File: config.mk
export PLATFORM = sky130hd
export DESIGN_NAME = event_credit_tracker
export DESIGN_NICKNAME = d
export VERILOG_FILES = /design/src/rtl/event_credit_tracker.sv
export SDC_FILE = /design/constraint.sdc
export NUM_CORES = 1
export LEC_CHECK = 0
export CORE_UTILIZATION = 55
export DETAILED_ROUTE_END_ITERATION = 6
export DONT_BUFFER_PORTS = 1
export GPL_TIMING_DRIVEN = 0
export PLACE_DENSITY_LB_ADDON = 0.1
export SKIP_LAST_GASP = 1
export SLEW_MARGIN = 20
export SYNTH_ARGS = -nofsm -noshare
export SYNTH_HDL_FRONTEND = slang
export SYNTH_SLANG_ARGS = --single-unit
File: constraint.sdc
create_clock -name memclk -period 5 [get_ports memclk]
set_input_delay 0.25 -clock memclk [delete_from_list [all_inputs] [get_ports memclk]]
set_output_delay 0.25 -clock memclk [all_outputs]
set_load 0.005 [all_outputs]
File: src/rtl/event_credit_tracker.sv
// Credit pool bookkeeping for the event buffer: acks return credits, granted starts spend them,
// and completed events are counted. All outputs are registered on memclk.
module event_credit_tracker #(
    parameter int NUM_BUFFERS = 4096,
    parameter int INIT_CYCLES = 16
) (
    input  logic        memclk,
    input  logic        rst_i,
    input  logic [11:0] ack_tdata,
    input  logic        ack_tvalid,
    output logic        ack_tready,
    input  logic        evt_start_i,
    output logic        evt_grant_o,
    output logic [11:0] evt_addr_o,
    input  logic        evt_done_i,
    output logic        allow_o,
    output logic [12:0] allow_count_o,
    output logic [13:0] cmpl_count_o,
    output logic [3:0]  err_o
);

    localparam int              INIT_W    = $clog2(INIT_CYCLES + 1);
    localparam logic [INIT_W-1:0] INIT_LAST = INIT_W'(INIT_CYCLES - 1);
    localparam logic [12:0]     FULL      = 13'(NUM_BUFFERS);

    typedef enum logic {ST_INIT, ST_RUN} state_t;

    state_t              r_state;
    logic [INIT_W-1:0]   r_initCnt;
    logic                r_ackReady;
    logic                r_grant;
    logic                r_allow;
    logic [11:0]         r_evtAddr;
    logic [11:0]         r_wrPtr;
    logic [11:0]         r_ackPtr;
    logic [12:0]         r_credits;
    logic [12:0]         r_outstanding;
    logic [13:0]         r_cmplCount;
    logic [3:0]          r_err;

    logic                w_run;
    logic                w_initDone;
    logic                w_runNext;
    logic                w_ackAccept;
    logic                w_startOk;
    logic                w_startDenied;
    logic                w_ackOverflow;
    logic                w_ackOrder;
    logic                w_doneOk;
    logic                w_doneUnder;
    logic [12:0]         w_creditsNext;
    logic [12:0]         w_outstandingNext;

    assign w_run         = (r_state == ST_RUN);
    assign w_initDone    = (r_state == ST_INIT) && (r_initCnt == INIT_LAST);
    assign w_runNext     = w_run || w_initDone;
    assign w_ackAccept   = ack_tvalid && r_ackReady;
    assign w_startOk     = w_run && evt_start_i && (r_credits != 13'd0);
    assign w_startDenied = w_run && evt_start_i && (r_credits == 13'd0);
    assign w_ackOverflow = w_ackAccept && !w_startOk && (r_credits == FULL);
    assign w_ackOrder    = w_ackAccept && (ack_tdata != r_ackPtr);
    assign w_doneOk      = w_run && evt_done_i && (r_outstanding != 13'd0);
    assign w_doneUnder   = w_run && evt_done_i && (r_outstanding == 13'd0);

    // A simultaneous ack and granted start cancel; a lone ack at a full pool saturates.
    always_comb begin
        w_creditsNext = r_credits;
        if (w_ackAccept && !w_startOk && !w_ackOverflow)
            w_creditsNext = r_credits + 13'd1;
        else if (!w_ackAccept && w_startOk)
            w_creditsNext = r_credits - 13'd1;
    end

    always_comb begin
        w_outstandingNext = r_outstanding;
        if (w_startOk && !w_doneOk)
            w_outstandingNext = r_outstanding + 13'd1;
        else if (!w_startOk && w_doneOk)
            w_outstandingNext = r_outstanding - 13'd1;
    end

    always_ff @(posedge memclk) begin
        if (rst_i) begin
            r_state       <= ST_INIT;
            r_initCnt     <= '0;
            r_ackReady    <= 1'b0;
            r_grant       <= 1'b0;
            r_allow       <= 1'b0;
            r_evtAddr     <= 12'd0;
            r_wrPtr       <= 12'd0;
            r_ackPtr      <= 12'd0;
            r_credits     <= FULL;
            r_outstanding <= 13'd0;
            r_cmplCount   <= 14'd0;
            r_err         <= 4'd0;
        end else begin
            case (r_state)
                ST_INIT: begin
                    r_initCnt <= r_initCnt + 1'b1;
                    if (w_initDone)
                        r_state <= ST_RUN;
                end
                ST_RUN: r_state <= ST_RUN;
                default: r_state <= ST_INIT;
            endcase

            r_ackReady    <= w_runNext;
            r_allow       <= w_runNext && (w_creditsNext != 13'd0);
            r_credits     <= w_creditsNext;
            r_outstanding <= w_outstandingNext;
            r_grant       <= w_startOk;

            if (w_startOk) begin
                r_evtAddr <= r_wrPtr;
                r_wrPtr   <= r_wrPtr + 12'd1;
            end
            if (w_ackAccept)
                r_ackPtr <= r_ackPtr + 12'd1;
            if (w_doneOk)
                r_cmplCount <= r_cmplCount + 14'd1;

            r_err <= r_err | {w_doneUnder, w_startDenied, w_ackOrder, w_ackOverflow};
        end
    end

    assign ack_tready    = r_ackReady;
    assign evt_grant_o   = r_grant;
    assign evt_addr_o    = r_evtAddr;
    assign allow_o       = r_allow;
    assign allow_count_o = r_credits;
    assign cmpl_count_o  = r_cmplCount;
    assign err_o         = r_err;

endmodule

After elaboration in Yosys (flattened, before gate mapping)
Index checks and enable logic that the tools add are counted.
- flip-flop bits (word level): 89
- latch bits: 0
- memory bits (writable): 0
- bits in read-only memories: 0
- input port bits: 17
- memories kept: 0
- $add $sub $neg: 8
- $mul: 0
- divide/modulo/power cells: 0
- $lt $le $gt $ge: 0
- equal/unequal tests: 3
- shifts and indexed selects: 0
- multiplexer cells: 6
- bitwise gates (word level): 2
- reduce and logical (&&, ||, !) cells: 27
- operator list (operator ; number):
    $mux 13 ; 4
    $reduce_bool 13->1 ; 3
    $add 13x1->13 const B ; 2
    $logic_not 13->1 ; 2
    $sub 13x1->13 const B ; 2
    $add 12x1->12 const B ; 2
    $logic_and 1x1->1 ; 16
    $add 14x1->14 const B ; 1
    $eq 13x13->1 const B ; 1
    $ne 12x12->1 ; 1
    $add 5x1->5 const B ; 1
    $eq 5x4->1 const B ; 1
    $logic_not 1->1 ; 4
    $or 4x4->4 ; 1
    $pmux 1 s2 ; 1
    $reduce_bool 2->1 ; 1
    $logic_or 1x1->1 ; 1
    $mux 1 ; 1
    $not 1->1 ; 1

Longest topological paths before layout
- depth in word-level cells: 10
- depth in mapped cells: 18
- gate-level depth less buffers: 16

Least setup slack after synthesis
No wires, ideal clock.
- path kind: register to register
- from: register r_credits[0] (netlist: allow_count_o[0])
- to: register r_outstanding[12]
- setup time: 71 ps
- data arrival time: 4113 ps
- data required time: 4929 ps
- slack: 817 ps
- stages on the path, launching flop included: 19
- buffers on the path: 2
- cells stage by stage: dfxtp_1 -> inv_1 -> ha_1 -> nor4b_4 -> nand4b_1 -> nand3_1 -> inv_1 -> clkbuf_1 -> clkbuf_1 -> ha_1 -> inv_1 -> ha_1 -> nor2b_1 -> o31ai_1 -> a211oi_1 -> o31ai_1 -> xnor2_1 -> or3_1 -> a21oi_1
- word-level cells in the longest chain between the ends: 5
- elaborated cells between the ends (all ways): 7
- those cells by class: 1 x mux; 6 x reduce/logical
- ends and longest elaborated chain (element ; RTL line ; source):
    start: declaration ; 36 ; logic [12:0] r_credits;
    start signal: assignment ; 109 ; r_credits <= w_creditsNext;
    $reduce_bool 13->1 * ; 58 ; assign w_startOk = w_run && evt_start_i && (r_credits != 13'd0);
    $logic_and 1x1->1 * ; 58 ;
    via w_startOk ; 45 ; logic w_startOk;
    $logic_not 1->1 ; 78 ; else if (!w_startOk && w_doneOk)
    $logic_and 1x1->1 ; 78 ;
    $reduce_bool 2->1 (no source line) ; n/a ;
    end signal: assignment ; 110 ; r_outstanding <= w_outstandingNext;
    end: declaration ; 37 ; logic [12:0] r_outstanding;
The timed path passes the listed nets; every way through them passes the cells marked *.
A chain may end at the register's enable or synchronous reset.

Final worst setup path
Same ends and word-level chain as after synthesis.

==> results.yml <==
place:
  dp.cells: 646
  io_buffer_count: 0
  gp_congestion: 0.899
  hpwlAfterDp_um: 7260
clock_tree:
  clk_pin_slew_ps: 90
  h-tree-depth: 3
  clockBufferDepth: 2
  cts_root_buf: "clkbuf_8"
  cts_hold_buffers: 0
  cts_tree: "done"
  cts_num_sinks: 88
  clock_latency_ps: 360
  numCtsBuffers: 9
routing:
  routed_wl_um: 9820
  wire_per_inst_um: 14.8
  firstDrtPassIters: 4
  vias: 3741
  drtIter0Drc: 74
  routed_via_density: 5.65
  route.detailed.drc: 0
  ant_nets: 0
power_and_ir_drop:
  irDropWorstVdd_mv: 0.154
  leakagePower_nw: 1.83
  power_density_mw_per_mm2: 263
cells_and_area:
  final_cell_mix: "dfxtp_1, nor2_1, nand2_1"
  area_growth_pct: 8.06
  drive_above_1_share_pct: 6.07
  multiInputGateArea_mm2: 0.00257
  fill_cells: 710
  final_nets: 592
  mostFrequentLayoutCell: "dfxtp_1"
  num_antenna_cells: 0
  register_area_mm2: 0.00176
  instances_no_fill: 662
sta:
  worst_slew_pin_slew_ps: 690
  whs_ps: 58.5
  period_needed_ps: 4590
  fmaxAchievable_ghz: 0.218
  clock_skew_ps: 11.8
  slew_violations: 0
  relSlewSlack_pct: 53.5
  final.period_utilization_pct: 91.8
  grt_setup_unrepaired: "no"
  setup_viol: 0
  hold_viol: 0
grt:
  grt_pass1_vias: 3533
  grt.met1_usage_pct: 30.3
  grtUsageTotal_pct: 24.2
  antenna_found_initial: 0
  grt_remaining_overflow: 0
  grt.busiest_layer: "met2"
  grt_max_degree: 17
  grt_pass1_wl_um: 16600
  grtUsageMet3_pct: 6.24
  grtUsageMet2_pct: 41.2
floorplanning:
  die_area_mm2: 0.00852
  start_util_pct: 57.5
  die_x_um: 92.3
  core-area_mm2: 0.00781
  rows: 32
  io_pins: 63
  dieHeight_um: 92.3
hold_path:
  min_path_type: "in -> reg"
  holdPathEnd: "err_o[2]"
  hp-start: "evt_start_i"
  whs_path_depth: 2
synth:
  syn_area_mm2: 0.00449
  synth.distinct_cells: 51
  ys.flop_type: "dfxtp_1"
  synthesis.nets: 581
  yosysSeqAreaShare_pct: 39.3
  synth_edf_count: 0
  async_flop_share_pct: 0
  synth_warnings: 0
  ys_ff_latch: 88
  synth_cells: 544
  synth.avg_cell_area_um2: 8.25
critical_path:
  worst_setup_path_end_kind: "flip-flop"
  reg2regPathDepth: 18
  worstPathArrival_ps: 4880
  crit_required_ps: 5290
  critPathKind: "reg -> reg"
  cp_max_fo: 12
  r2r_end: "r_outstanding[12]"
  crit_start: "allow_count_o[0]"
  rr_startpoint: "allow_count_o[0]"
  critPathLaunchType: "flip-flop"
  rrSetupSlack_ps: 410
run_status:
  outcome: "completed"
job:
  cap_violations: 0
[how the worst max path moves through the flow]
| stage | cells after the start | endpoint |
|---|---|---|
| 2_1_floorplan | 18 | r_outstanding[12] |
| 3_3_place_gp | 18 | r_outstanding[12] |
| 3_5_place_dp | 18 | r_outstanding[12] |
| 4_1_cts | 18 | r_outstanding[12] |
| 5_1_grt | 18 | r_outstanding[12] |
| 6_report | 18 | r_outstanding[12] |
[power by group]
group	total (W)	switching, W	internal [W]
Sequential	0.000709	0.00000520	0.000704
Combinational	0.0000429	0.0000274	0.0000155
Clock	0.000523	0.000271	0.000252
[repair_timing]
action                                  CTS  global route
endpoints found under the setup margin    1             4
gates resized for setup                   3             2
setup buffers                             0             1
pin swaps                                 0             1
[sequential cells by signal, summed over array words and instances (netlist names)]
name           flops
evt_grant_o        1
r_wrPtr           12
r_outstanding     13
r_initCnt          5
r_ackPtr          12
allow_count_o     13
err_o              4
r_state            1
evt_addr_o        12
cmpl_count_o      14
allow_o            1
[worst max-delay path, stage by stage, from the launching register on]
cell,delay [ps]
dfxtp_1,400
inv_1,130
ha_1,180
nor4b_4,420
nand4b_1,150
buf_4,200
nand3_2,170
clkinvlp_4,240
clkbuf_2,250
ha_1,310
clkinvlp_4,230
ha_1,290
nor2b_1,170
o31ai_2,320
a211oi_1,150
o31ai_1,350
xnor2_1,110
or3_1,300
a21oi_1,130
[layout make-up]
| cell class | instances | area share, % |
|---|---|---|
| Tap cell | 102 | 2.63 |
| Multi-Input combinational cell | 416 | 53.0 |
| Clock buffer | 10 | 2.84 |
| Clock inverter | 6 | 1.52 |
| Inverter | 17 | 1.47 |
| Sequential cell | 88 | 36.3 |
| Buffer | 22 | 2.06 |
| Timing Repair Buffer | 1 | 0.155 |
[cell families after synthesis]
family,share of synthesized area [%]
compound gates,11.1
flops,39.3
mux,1.12
simple gates,27.2
buf+inv,3.71
fa+ha+maj,5.74
xor+xnor,11.9
[Yosys cell counts, types with 3 or more instances]
cell	number	share of area [%]
a21oi_1	39	4.4
xor2_1	40	7.8
nor3_1	16	1.8
and2_1	3	0.42
dfxtp_1	88	39
buf_2	4	0.45
mux2i_1	5	1.1
nor2_1	70	5.9
nand4_1	17	2.4
o21ai_0	13	1.5
nand2_1	67	5.6
nor2b_1	5	0.70
a31oi_1	4	0.56
ha_1	19	5.3
nor4_1	10	1.4
and3_1	12	1.7
o31ai_1	4	0.67
xnor2_1	21	4.1
nand3_1	23	2.6
clkbuf_1	15	1.3
or3_1	11	1.5
inv_1	16	1.3
[through the flow]
stage                     utilization, %  power (W)  worst slack [ps]  cell area, µm²  TNS, ps
after floorplan                        -   0.000756               817            4490        0
after global placement              59.1   0.000767              -161            4610     -161
after detailed placement            59.1   0.000768              -247            4610     -247
after CTS                           62.0    0.00129              62.0            4840        0
after global routing                62.1    0.00132              21.5            4850        0
final                               62.1    0.00128               412            4850        0
[metal layers]
layer | share of wire [%] | routed length (µm)
met4 | 0.87 | 85
met2 | 47 | 4620
met1 | 47 | 4640
met3 | 4.9 | 481
met5 | 0 | 0
No activity file was read; power rests on OpenSTA's default activity.
